## src/rtl/fetch_unit_if.sv

```systemverilog
// Instruction-memory bus between the fetch unit and instruction memory:
// single-outstanding request, ack returns the word in the same cycle.
interface fetch_unit_if #(
    parameter int XLEN = 32
);
    logic            req;
    logic [XLEN-1:0] addr;
    logic            ack;
    logic [31:0]     rdata;

    modport master (output req, output addr, input ack, input rdata);
    modport slave  (input req, input addr, output ack, output rdata);
endinterface

```

## src/rtl/fetch_unit.sv

```systemverilog
// Instruction fetch unit: one outstanding imem request, small prefetch FIFO,
// one instruction per cycle into decode, flush/restart on execute redirect.
module fetch_unit #(
    parameter int              XLEN         = 32,
    parameter logic [XLEN-1:0] RESET_VECTOR = '0,
    parameter int              FIFO_DEPTH   = 2
) (
    input  logic            clk,
    input  logic            reset_n,
    fetch_unit_if.master    imem,
    input  logic            stall_D,
    input  logic            stall_M,
    input  logic            redirect_E,
    input  logic [XLEN-1:0] target_E,
    output logic [29:0]     instr_D,
    output logic [XLEN-1:0] pc_D,
    output logic            valid_D
);
    localparam int               PTR_W   = $clog2(FIFO_DEPTH);
    localparam int               CNT_W   = PTR_W + 1;
    localparam logic [CNT_W-1:0] DEPTH_C = CNT_W'(FIFO_DEPTH);
    localparam logic [29:0]      NOP     = 30'h4;

    typedef enum logic [1:0] {IDLE, REQ, DROP} state_t;

    typedef struct packed {
        logic [XLEN-1:0] pc;
        logic [29:0]     instr;
    } entry_t;

    state_t           state;
    state_t           state_next;
    logic [XLEN-1:0]  fpc;
    logic [XLEN-1:0]  fpc_next;
    logic [XLEN-1:0]  addr_q;
    entry_t           fifo_mem [FIFO_DEPTH];
    logic [PTR_W-1:0] wr_ptr;
    logic [PTR_W-1:0] rd_ptr;
    logic [CNT_W-1:0] count;
    logic [CNT_W-1:0] count_next;
    logic             advance;
    logic             push;
    logic             pop;
    logic             has_room;
    logic             unused_rdata_lsbs;

    // Compressed instructions are not supported, so the low bits never matter.
    assign unused_rdata_lsbs = ^imem.rdata[1:0];

    assign advance  = !(stall_D || stall_M);
    assign push     = (state == REQ) && imem.ack && !redirect_E;
    assign pop      = !redirect_E && advance && (count != '0);
    assign has_room = (count < DEPTH_C);

    always_comb begin
        // NOTE: assign a default first so every path drives the signal; a path
        // that leaves it unassigned infers a latch.
        count_next = count;
        if (redirect_E)
            count_next = '0;
        else if (push && !pop)
            count_next = count + CNT_W'(1);
        else if (pop && !push)
            count_next = count - CNT_W'(1);
    end

    always_comb begin
        fpc_next = fpc;
        if (redirect_E)
            fpc_next = target_E & ~XLEN'(3);
        else if (push)
            fpc_next = fpc + XLEN'(4);
    end

    always_ff @(posedge clk or negedge reset_n) begin
        if (!reset_n)
            state <= IDLE;
        else
            // NOTE: non-blocking so every register samples pre-edge values,
            // independent of the order in which the blocks are evaluated.
            state <= state_next;
    end

    always_comb begin
        state_next = state;
        unique case (state)
            IDLE: if (!redirect_E && has_room) state_next = REQ;
            REQ: begin
                if (imem.ack)
                    state_next = (redirect_E || (count_next < DEPTH_C)) ? REQ : IDLE;
                else if (redirect_E)
                    state_next = DROP;
            end
            DROP: if (imem.ack) state_next = REQ;
            default: state_next = IDLE;
        endcase
    end

    always_comb begin
        imem.req = (state != IDLE);
    end

    // The bus address only moves when no request is in flight, so a redirect
    // during DROP updates fpc without disturbing the pending address.
    always_ff @(posedge clk or negedge reset_n) begin
        if (!reset_n) begin
            fpc    <= RESET_VECTOR;
            addr_q <= RESET_VECTOR;
        end else begin
            fpc <= fpc_next;
            if ((state == IDLE) || imem.ack)
                addr_q <= fpc_next;
        end
    end

    assign imem.addr = addr_q;

    always_ff @(posedge clk or negedge reset_n) begin
        if (!reset_n) begin
            wr_ptr <= '0;
            rd_ptr <= '0;
            count  <= '0;
        end else begin
            count <= count_next;
            if (redirect_E) begin
                wr_ptr <= '0;
                rd_ptr <= '0;
            end else begin
                if (push) wr_ptr <= wr_ptr + PTR_W'(1);
                if (pop)  rd_ptr <= rd_ptr + PTR_W'(1);
            end
        end
    end

    // NOTE: the storage array has no reset; count alone says which entries are live.
    always_ff @(posedge clk) begin
        if (push)
            fifo_mem[wr_ptr] <= '{pc: fpc, instr: imem.rdata[31:2]};
    end

    always_ff @(posedge clk or negedge reset_n) begin
        if (!reset_n) begin
            instr_D <= NOP;
            pc_D    <= '0;
            valid_D <= 1'b0;
        end else if (redirect_E) begin
            instr_D <= NOP;
            valid_D <= 1'b0;
        end else if (advance) begin
            if (count != '0) begin
                instr_D <= fifo_mem[rd_ptr].instr;
                pc_D    <= fifo_mem[rd_ptr].pc;
                valid_D <= 1'b1;
            end else begin
                instr_D <= NOP;
                valid_D <= 1'b0;
            end
        end
    end
endmodule
```

## src/flat_wrapper.sv

```systemverilog
// flat-port wrapper written by rule: the top's interface ports become plain ports
module fetch_unit_flat 
#(
    parameter int              XLEN         = 32,
    parameter logic [XLEN-1:0] RESET_VECTOR = '0,
    parameter int              FIFO_DEPTH   = 2
)
  (clk, reset_n, stall_D, stall_M, redirect_E, target_E, instr_D, pc_D, valid_D, imem_req, imem_addr, imem_ack, imem_rdata);
  fetch_unit_if #(.XLEN(XLEN)) imem_i ();
  input  logic clk;
  input  logic reset_n;
  input  logic stall_D;
  input  logic stall_M;
  input  logic redirect_E;
  input  logic [XLEN-1:0] target_E;
  output logic [29:0] instr_D;
  output logic [XLEN-1:0] pc_D;
  output logic valid_D;
  output wire logic [$bits(imem_i.req)-1:0] imem_req;
  output wire logic [$bits(imem_i.addr)-1:0] imem_addr;
  input wire logic [$bits(imem_i.ack)-1:0] imem_ack;
  input wire logic [$bits(imem_i.rdata)-1:0] imem_rdata;
  assign imem_req = imem_i.req;
  assign imem_addr = imem_i.addr;
  assign imem_i.ack = imem_ack;
  assign imem_i.rdata = imem_rdata;
  fetch_unit #(.XLEN(XLEN), .RESET_VECTOR(RESET_VECTOR), .FIFO_DEPTH(FIFO_DEPTH)) u_core (.clk(clk), .reset_n(reset_n), .imem(imem_i), .stall_D(stall_D), .stall_M(stall_M), .redirect_E(redirect_E), .target_E(target_E), .instr_D(instr_D), .pc_D(pc_D), .valid_D(valid_D));
endmodule
```

## config.mk

```make
export PLATFORM = sky130hd
export DESIGN_NAME = fetch_unit_flat
export DESIGN_NICKNAME = d
export VERILOG_FILES = /design/src/rtl/fetch_unit_if.sv /design/src/rtl/fetch_unit.sv /design/src/flat_wrapper.sv
export SDC_FILE = /design/constraint.sdc
export NUM_CORES = 1
export LEC_CHECK = 0
export ABC_AREA = 1
export CAP_MARGIN = 20
export CORE_UTILIZATION = 53
export DETAILED_ROUTE_END_ITERATION = 8
export PLACE_DENSITY = 0.76
export SKIP_CTS_REPAIR_TIMING = 1
export SLEW_MARGIN = 10
export SYNTH_ARGS = -nofsm -noshare
export SYNTH_HDL_FRONTEND = slang
export SYNTH_SLANG_ARGS = --single-unit
```

## constraint.sdc

```tcl
create_clock -name clk -period 5.2 [get_ports clk]
set_clock_uncertainty 0.15 [all_clocks]
set_input_delay 1.04 -clock clk [delete_from_list [all_inputs] [get_ports clk]]
set_output_delay 1.04 -clock clk [all_outputs]
set_load 0.005 [all_outputs]
```

# Word level (Yosys, flattened, before mapping)
# Memory sizes are Yosys's and may differ from the RTL's.
# Index checks and enable logic that the tools add are counted.
[totals]
ff_bits = 133
ram_bits = 124
mem_count = 1
output_inout_bits = 96
input_bits = 70
wordCells = 69
[op_classes]
n_eq_ne = 6
addsub = 5
bitwise = 2
reduce_logical = 21
n_lt_le_gt_ge = 2
n_mux = 23
[mem_list]
columns = ["memory", "depth", "width", "rd", "rd_ports_with_merged_regs", "wr", "line_no", "text"]
rows = [
  ["u_core.fifo_mem", 2, 62, 1, 0, 1, "fetch_unit.sv:36", "entry_t fifo_mem [FIFO_DEPTH];"],
]
[ops]
columns = ["op", "count"]
rows = [
  ["$mux W30", 3],
  ["$mux W32", 2],
  ["$add A32 B3 Y32 const B", 1],
  ["$mux W2", 7],
  ["$mux W1", 10],
  ["$reduce_bool A2 Y1", 4],
  ["$logic_and A1 B1 Y1", 7],
  ["$pmux W2 S3", 1],
  ["$reduce_and A3 Y1", 2],
  ["$logic_not A1 Y1", 4],
  ["$lt A2 B2 Y1 const B", 2],
  ["$ne A2 B2 Y1 const B", 2],
  ["$logic_or A1 B1 Y1", 3],
  ["$ne A3 B3 Y1 const B", 1],
  ["$add A1 B1 Y1 const B", 2],
  ["$add A2 B1 Y2 const B", 1],
  ["$eq A2 B1 Y1 const B", 1],
  ["$eq A2 B2 Y1 const B", 1],
  ["$logic_not A2 Y1", 1],
  ["$ne A2 B1 Y1 const B", 1],
  ["$not A1 Y1", 2],
  ["$sub A2 B1 Y2 const B", 1],
]

# Depth between registers and ports, before layout
# Gate-level depths: netlist of run 1.
[logic_depth]
word_depth = 13
ltp_mapped = 13
mapped_depth_nobuf = 13

# Least setup slack after synthesis of run 1
# Ideal clock, no wire load.
[synth_timing]
kind = "input -> register"
from = "input imem_ack"
to = "memory u_core.fifo_mem[0][0] (netlist bit) (enable)"
path_stages = 4
path_slack_ns = 0.558
setup_time_ns = 0.483
n_path_buf = 0
t_arrival_ns = 4.009
required_ns = 4.567
cell_sequence = "nand3_4 -> inv_2 -> nand2_4 -> nor2_1"
[synth_via]
elab_chain_cells = 4
[synth_rtl]
columns = ["element", "line_no", "text"]
rows = [
  ["start, declared", "flat_wrapper.sv:21", "input wire logic [$bits(imem_i.ack)-1:0] imem_ack;"],
  ["$logic_and A1 B1 Y1 (2 in a row)", "fetch_unit.sv:51", "assign push = (state == REQ) && imem.ack && !redirect_E;"],
  ["$mux W1", "fetch_unit.sv:137", "if (push)"],
  ["$mux W1 (implied by the code)", "fetch_unit.sv:138", "fifo_mem[wr_ptr] <= '{pc: fpc, instr: imem.rdata[31:2]};"],
  ["end, declared", "fetch_unit.sv:36", ""],
]
# No other way between the ends.

# Final worst setup path of run 1
[layout_timing]
from = "input redirect_E"
to = "register u_core.pc_D[14] (read register of u_core.fifo_mem)"
[layout_via]
elab_chain_cells = 2
[layout_rtl]
columns = ["element", "line_no", "text"]
rows = [
  ["start, declared", "flat_wrapper.sv:14", "input logic redirect_E;"],
  ["$not A1 Y1 (no line)", "--", ""],
  ["$reduce_and A3 Y1 (no line)", "--", ""],
  ["end, declared", "fetch_unit.sv:16", "output logic [XLEN-1:0] pc_D,"],
]
# No other way between the ends.
# A chain may end at the register's enable or synchronous reset.

==> flow_metrics.tcl, run 1 <==
set metrics [dict create \
    finalSetupViolations 0 \
    coreArea_sq_um 19000 \
    drv_cap 0 \
    synthFlopType "dfrtp_1" \
    io_buffers 161 \
    fin_crit_sh 0.644 \
    avgSynthCellArea_sq_um 10.7 \
    synth.area.top_cells "edfxtp_1, dfrtp_1, nand2_1" \
    p_leak_nw 5.43 \
    slew_violations 0 \
    end_kind "flip-flop" \
    grt_pass1_wl_mm 37.6 \
    wl_met3_mm 1.74 \
    synth_warnings 0 \
    worst_slew_pin_slew_ns 1.01 \
    grtUsageTotal 0.240 \
    status "complete, no violations" \
    viasPerCell 5.31 \
    fin_crit_ns 3.35 \
    ys_seq_elements 257 \
    htreeDepth 1 \
    whs_ns 0.314 \
    route.detailed.drc 0 \
    synth_seq_area_share 0.680 \
    multiInputGateArea_sq_um 2860 \
    slew_headroom 0.325 \
    synth-edff-count 124 \
    regArea_sq_um 7050 \
    tns_ns 0 \
    placed_cells 1363 \
    final_cell_mix "nand2_1, clkdlybuf4s50_1, nor2_1, dfrtp_1, edfxtp_1" \
    stdcell_count 1412 \
    arrival_ns 3.63 \
    start_util 0.547 \
    post-dp-hpwl_mm 14.9 \
    met2WireLength_mm 11.0 \
    boundaryPins 166 \
    firstDrtPassIters 5 \
    ys_async_sr_fraction 0.518 \
    setup_slack_ns 1.85 \
    numCtsBuffers 26 \
    powerDensity_nw_per_um2 441 \
    layout_commonest_cell "nand2_1" \
    drtIter0Drc 508 \
    path_max_fanout 64 \
    yosys.area.top_type "edfxtp_1" \
    area_delta_synth_final_pct 27.1 \
    avgRoutedWirePerCell_microns 16.5 \
    clkSlewWorstSetupHoldPaths_ns 0.06 \
    numClockSinks 257 \
    die_h_microns 142 \
    top_layer_used "met4" \
    hold_viol 0 \
    vias 7492 \
    die_w_microns 142 \
    antenna_found_initial 1 \
    m1WireLength_mm 10.0 \
    netlist_instances 970 \
    hold_class "reg -> reg" \
    cp.required_ns 5.48 \
    clk-insertion-delay-late_ns 0.52 \
    grt_max_degree 103 \
    ys_types 41 \
    finish.utilization 0.696 \
    drive_above_1_share 0.0773 \
    cts_tree "yes" \
    critPathLaunchType "input port" \
    dieArea_sq_um 20100 \
    ir_worst_vdd_v 0.000320 \
    maxClockFrequency_ghz 0.299 \
    synth_top_area_frac 0.359 \
    grt_pass1_vias 7525 \
    rsz0062_at_grt "no" \
    synth_area_sq_um 10400 \
    fill_cells 1382 \
    cts_root_buf "clkbuf_16" \
    pre_cts_slack_ns 1.42 \
    routed_wl_mm 23.3 \
    final_nets 1203 \
    cts_buffer_depth 3 \
    overflow 0 \
    worstSetupPathType "in -> reg" \
    ant_nets 0 \
    gp_congestion 0.877 \
    rows 50 \
    synth_fp_nets 1042 \
]
layout make-up:
type,instances,share of cell area
Sequential cell,257,0.535
Multi-Input combinational cell,593,0.217
Timing Repair Buffer,171,0.131
Clock buffer,45,0.0650
Tap cell,260,0.0247
Inverter,82,0.0233
Clock inverter,3,0.00332
Antenna cell,1,0.000190
worst max-delay path, cell delays in order:
cell and delay [ns]:
clkdlybuf4s50_1 0.47, nor2_1 0.29, nand2_2 0.51, inv_2 0.96, nor2_1 0.14, a31oi_1 0.20
cell usage after synthesis (3+ instances only):
cell type	instances
inv_2	5
edfxtp_1	124
buf_2	16
o21ai_2	3
nand3_1	55
o32ai_1	29
clkbuf_1	18
and2_1	3
inv_1	77
o21bai_1	6
dfrtp_1	132
nand4_1	9
a21oi_1	3
nor2_1	133
or2_2	6
a31oi_1	40
nor2_2	4
nor2_4	5
o21ai_1	3
o21ai_0	6
nor3_1	4
nand2_1	262
nand2_2	3
state kept, by name (all words and copies together), names as in the netlist:
name and count:
u_core.fifo_mem 124, u_core.fpc 32, u_core.imem.addr 32, u_core.pc_D 32, u_core.instr_D 30, u_core.count 2
u_core.state 2, u_core.rd_ptr 1, u_core.valid_D 1, u_core.wr_ptr 1
stage by stage:
stage	area [sq um]	power, mW
5_1_grt	13200	6.09
6_report	13200	5.81
2_1_floorplan	10400	3.20
3_5_place_dp	12300	3.95
4_1_cts	13200	5.85
3_3_place_gp	12200	3.89
kinds of logic after synthesis:
group / after synthesis / share of synthesized area
AND/OR/NAND/NOR: 492 / 0.203
buffers and inverters: 120 / 0.0464
adder cells (fa/ha/maj): 2 / 0.00241
flip-flops: 257 / 0.680
XOR/XNOR: 2 / 0.00169
AO/OA/AOI/OAI: 97 / 0.0667
power breakdown:
| group | leakage, nW | switching, mW | internal [mW] |
|---|---|---|---|
| clock | 0.440 | 0.733 | 1.17 |
| combinational | 2.21 | 0.579 | 0.635 |
| sequential | 2.78 | 0.211 | 2.49 |
layer usage:
layer  vias to the layer above  GRT usage
li1                       3567          -
met1                      3604      0.323
met4                         0     0.0804
met5                         -          0
met2                       277      0.400
met3                        44     0.0397
final timing paths:
kind                                 startpoint                  to  slack [ns]  cells past startpoint
worst min register to register  u_core.count[0]     u_core.count[0]        0.31                      1
worst max register to register  u_core.count[1]     u_core.pc_D[14]        2.27                      7
worst max-delay path                 redirect_E     u_core.pc_D[14]        1.85                      6
min in group asynchronous               reset_n  u_core.instr_D[13]        0.48                      1
worst min-delay path            u_core.count[0]     u_core.count[0]        0.31                      1
max in group asynchronous               reset_n      u_core.fpc[10]        3.41                      2
Note: power is estimated with default switching activity, not from simulation.
==> run 2: changes to the inputs <==
--- a/config.mk
+++ b/config.mk
@@ -7,9 +7,9 @@
 export LEC_CHECK = 0
 export ABC_AREA = 1
 export CAP_MARGIN = 20
-export CORE_UTILIZATION = 53
+export CORE_UTILIZATION = 48
 export DETAILED_ROUTE_END_ITERATION = 8
-export PLACE_DENSITY = 0.76
+export PLACE_DENSITY = 0.73
 export SKIP_CTS_REPAIR_TIMING = 1
 export SLEW_MARGIN = 10
 export SYNTH_ARGS = -nofsm -noshare
==> constraint.sdc (replaced) <==
create_clock -name clk -period 3.05 [get_ports clk]
set_clock_uncertainty 0.15 [all_clocks]
set_input_delay 0.61 -clock clk [delete_from_list [all_inputs] [get_ports clk]]
set_output_delay 0.61 -clock clk [all_outputs]
set_load 0.005 [all_outputs]
==> run 2 against run 1 <==
  * Sequential power increased by 70%
  * Combinational power increased by 70%
  * Count of clock-buffer cells in the layout shrank 8
  * Highest routed layer unchanged
==> flow_metrics.tcl, run 2 (same netlist as run 1, synthesis figures left out) <==
set metrics [dict create \
    ant_nets 0 \
    layout_commonest_cell "nand2_1" \
    die_h_microns 149 \
    cp.required_ns 2.29 \
    overflow 0 \
    fill_cells 1657 \
    slew_headroom 0.476 \
    r2r_cells 10 \
    finalInstanceArea_sq_um 13200 \
    cts_root_buf "clkbuf_16" \
    cts_buffer_depth 3 \
    grtUsageTotal 0.217 \
    cts_tree "yes" \
    grt_pass1_wl_mm 37.4 \
    route.detailed.drc 0 \
    start_util 0.492 \
    gp_congestion 0.876 \
    holdPathEnd "u_core.fifo_mem[0][31]" \
    critPathLaunchType "flip-flop" \
    numClockSinks 257 \
    path_max_fanout 5 \
    pre_cts_slack_ns 0.286 \
    boundaryPins 166 \
    worstReg2RegStart "u_core.fpc[2]" \
    grtUsageMet2 0.351 \
    drtIter0Drc 480 \
    finish.utilization 0.626 \
    drv_cap 0 \
    worst_slew_pin_slew_ns 0.785 \
    finalSetupViolations 0 \
    vias 7418 \
    antenna_cells 0 \
    grtUsageMet1 0.304 \
    placed_area_sq_um 12400 \
    final_cell_mix "nand2_1, clkdlybuf4s50_1, nor2_1, dfrtp_1, edfxtp_1" \
    min_from "u_core.fpc[1]" \
    tns_ns 0 \
    fin_crit_ns 2.47 \
    final_nets 1212 \
    arrival_ns 1.71 \
    viasPerCell 5.17 \
    rr_endpoint "u_core.imem.addr[24]" \
    hold_depth 0 \
    end_kind "output pin" \
    grt-busiest-layer "met2" \
    grt_max_degree 65 \
    die_w_microns 149 \
    groute.layer.met3.usage 0.0324 \
    powerDensity_nw_per_um2 730 \
    routed_wl_mm 23.5 \
    drive_above_1_share 0.0862 \
    avgRoutedWirePerCell_microns 16.4 \
    hold_viol 0 \
    largest_register_ffs 124 \
    antenna_found_initial 0 \
    slew_violations 0 \
    fin_crit_sh 0.809 \
    htreeDepth 1 \
    hold_class "reg -> reg" \
    dieArea_sq_um 22200 \
    clk-insertion-delay-late_ns 0.53 \
    rrSetupSlack_ns 0.90 \
    io_buffers 161 \
    setup_slack_ns 0.582 \
    rows 53 \
    p_leak_nw 5.44 \
    firstDrtPassIters 5 \
    ir_worst_vdd_v 0.000432 \
    area_delta_synth_final_pct 27.2 \
    numCtsBuffers 26 \
    largest-register "u_core.fifo_mem" \
    total_power_mw 9.64 \
    rsz0062_at_grt "no" \
    clkSlewWorstSetupHoldPaths_ns 0.06 \
    status "complete, no violations" \
    post-dp-hpwl_mm 15.4 \
    coreArea_sq_um 21100 \
    grt_pass1_vias 7255 \
    maxClockFrequency_ghz 0.405 \
    worstSetupPathType "reg -> out" \
]
==> run 2: stage by stage <==
| stage | std cells | hold slack [ns] |
|---|---|---|
| floorplan | 970 | 0.164 |
| global route | 1435 | 0.330 |
| CTS | 1434 | -0.0557 |
| global placement | 1386 | 0.296 |
| detailed placement | 1386 | 0.308 |
| finish | 1435 | 0.316 |
==> run 2: report_power, final <==
part           internal, mW  switching [mW]
clock                  1.71            1.28
sequential             4.24           0.361
combinational          1.08           0.977
==> run 2: layout make-up <==
| cell class | count | area (sq um) | area share |
|---|---|---|---|
| Inverter | 82 | 308 | 0.0233 |
| Multi-Input combinational cell | 593 | 2860 | 0.217 |
| Clock inverter | 11 | 73.8 | 0.00559 |
| Clock buffer | 37 | 743 | 0.0563 |
| Sequential cell | 257 | 7050 | 0.534 |
| Timing Repair Buffer | 180 | 1820 | 0.138 |
| Tap cell | 275 | 344 | 0.0261 |
==> run 2: metal layers <==
metal  part of all wire  up-vias  routed length [microns]
met5                  0        -                        0
met2               0.47      272                    11000
met4              0.021        0                      499
met3              0.071       32                     1660
li1                   -     3596                        -
met1               0.44     3518                    10300
==> run 2: worst max-delay path by stage <==
stage | start | end | slack, ns | depth (start not counted)
3_5_place_dp | redirect_E | u_core.instr_D[2] | 0.29 | 8
4_1_cts | u_core.state[0] | imem_req | 0.55 | 3
2_1_floorplan | imem_ack | u_core.fifo_mem[0][0] | 0.58 | 4
5_1_grt | u_core.state[0] | imem_req | 0.47 | 3
3_3_place_gp | redirect_E | u_core.instr_D[2] | 0.32 | 8
6_report | u_core.state[0] | imem_req | 0.58 | 3
==> run 2: worst max-delay path, cell delays in order (launching register included) <==
cell and delay (ns):
dfrtp_1 0.45, nor2_1 0.23, inv_1 0.07, clkdlybuf4s50_1 0.44
==> run 3: changes to the inputs <==
--- a/config.mk
+++ b/config.mk
@@ -7,9 +7,9 @@
 export LEC_CHECK = 0
 export ABC_AREA = 1
 export CAP_MARGIN = 20
-export CORE_UTILIZATION = 48
+export CORE_UTILIZATION = 53
 export DETAILED_ROUTE_END_ITERATION = 8
-export PLACE_DENSITY = 0.73
+export PLACE_DENSITY = 0.76
 export SKIP_CTS_REPAIR_TIMING = 1
 export SLEW_MARGIN = 10
 export SYNTH_ARGS = -nofsm -noshare
==> constraint.sdc (replaced) <==
create_clock -name clk -period 2.47 [get_ports clk]
set_clock_uncertainty 0.15 [all_clocks]
set_input_delay 0.494 -clock clk [delete_from_list [all_inputs] [get_ports clk]]
set_output_delay 0.494 -clock clk [all_outputs]
set_load 0.005 [all_outputs]
==> run 3 against run 2 <==
  * Count of clock-buffer cells in the layout increased by 1
  * Flip-flop and latch count unchanged
  * Largest power group unchanged
  * Power increased by 24%
  * Wire length increased by 0.75%
  * Final cell count decreased by 0.42%
  * Highest routed layer unchanged
  * Non-clock buffer count increased by 9
  * First-iteration DRC count increased by 7.1%
  * Setup slack got worse by 0.50 ns
  * Register-to-register slack got worse by 0.52 ns
  * Via count increased by 1.8%
==> flow_metrics.tcl, run 3 (same netlist as run 1, synthesis figures left out) <==
set metrics [dict create \
    status "complete, no violations" \
    grt_max_degree 57 \
    post-dp-hpwl_mm 15.6 \
    drtIter0Drc 514 \
    p_sw_frac 0.273 \
    viasPerCell 5.29 \
    regArea_sq_um 7050 \
    routed_wl_mm 23.6 \
    rsz0062_at_grt "no" \
    boundaryPins 166 \
    io_buffers 161 \
    cp-startpoint "u_core.state[0]" \
    ant_nets 0 \
    cp.required_ns 1.83 \
    dieArea_sq_um 20100 \
    avgRoutedWirePerCell_microns 16.5 \
    min_from "u_core.count[0]" \
    area_delta_synth_final_pct 28.1 \
    slew_violations 0 \
    grtUsageTotal 0.242 \
    internal-power_mw 8.71 \
    numClockSinks 257 \
    power.share.clock 0.306 \
    die_h_microns 142 \
    cts_buffer_depth 3 \
    end_kind "output pin" \
    critPathLaunchType "flip-flop" \
    firstDrtPassIters 5 \
    antenna_found_initial 0 \
    grt_pass1_wl_mm 37.9 \
    seq_power_share 0.477 \
    fill_cells 1374 \
    hold_class "reg -> reg" \
    maxClockFrequency_ghz 0.419 \
    whs_ns 0.320 \
    drv_cap 0 \
    grt_pass1_vias 7453 \
    arrival_ns 1.74 \
    route.detailed.drc 0 \
    hold_viol 0 \
    ir_worst_vdd_v 0.000549 \
    p_leak_nw 5.49 \
    rows 50 \
    start_util 0.547 \
    overflow 0 \
    largest_register_ffs 124 \
    worst_slew_pin_slew_ns 0.689 \
    numCtsBuffers 26 \
    switching_power_mw 3.26 \
    setup_slack_ns 0.0827 \
    antenna_cells 0 \
    finalInstanceArea_sq_um 13300 \
    total_power_mw 12.0 \
    vias 7555 \
    final_cell_mix "nand2_1, clkdlybuf4s50_1, nor2_1, dfrtp_1, edfxtp_1" \
    clkSlewWorstSetupHoldPaths_ns 0.06 \
    pre_cts_slack_ns 0.120 \
    fin_crit_ns 2.39 \
    multiInputGateArea_sq_um 2860 \
    worstSetupPathType "reg -> out" \
    powerDensity_nw_per_um2 900 \
    placed_area_sq_um 12500 \
    coreArea_sq_um 19000 \
    fin_crit_sh 0.967 \
    finalSetupViolations 0 \
    final_nets 1221 \
    htreeDepth 1 \
    clk-insertion-delay-late_ns 0.53 \
    largest-register "u_core.fifo_mem" \
    slew_headroom 0.540 \
    gp_congestion 0.851 \
    tns_ns 0 \
    cts_root_buf "clkbuf_16" \
    die_w_microns 142 \
    power_frac_comb 0.217 \
    worstReg2RegStart "u_core.fpc[2]" \
    cts_tree "yes" \
    drive_above_1_share 0.0898 \
    layout_commonest_cell "nand2_1" \
    path_max_fanout 5 \
]
==> run 3: cell types whose count changed in the layout (fill, tap and decap cells not counted) <==
cell,previous run,this run
buf_12,5,9
buf_4,13,18
clkbuf_16,27,26
clkbuf_8,3,5
clkinv_1,0,4
clkinv_2,8,4
inv_6,1,0
==> run 3: routing by layer <==
layer	track usage	wire [microns]	up-vias	part of all wire
met5	0	0	-	0
met4	0.0719	586	0	0.025
met3	0.0273	1380	50	0.058
met2	0.403	11200	255	0.47
met1	0.340	10500	3638	0.44
li1	-	-	3612	-
==> run 3: worst max-delay path, stage by stage (launching register included) <==
cell	delay (ns)
dfrtp_1	0.45
nor2_1	0.23
inv_1	0.07
clkdlybuf4s50_1	0.45
==> run 3: final timing paths <==
check | slack, ns | cells after the start | to
min in group asynchronous | 0.36 | 2 | u_core.instr_D[17]
min reg2reg | 0.32 | 1 | u_core.count[0]
max reg2reg | 0.38 | 10 | u_core.imem.addr[24]
max | 0.08 | 3 | imem_req
min | 0.32 | 1 | u_core.count[0]
max in group asynchronous | 1.09 | 3 | u_core.instr_D[2]
==> run 3: area by class of cell <==
cell class / count / share of cell area
clock buffer: 38 / 0.0561
timing repair buffer: 189 / 0.146
sequential: 257 / 0.531
tap: 260 / 0.0245
multi-input combinational: 593 / 0.215
inverter: 82 / 0.0232
clock inverter: 10 / 0.00452
==> run 3: power groups by stage <==
stage	combinational, mW	clock [mW]	sequential [mW]
6_report	2.60	3.67	5.70
5_1_grt	2.86	3.88	5.78
4_1_cts	2.63	3.73	5.71
3_5_place_dp	2.60	0	5.77
3_3_place_gp	2.54	0	5.74
2_1_floorplan	1.04	0	5.69
==> run 3: through the flow <==
step / util / cells
global placement: 0.658 / 1380
detailed placement: 0.658 / 1380
floorplan: - / 970
finish: 0.701 / 1429
global route: 0.701 / 1429
CTS: 0.701 / 1428
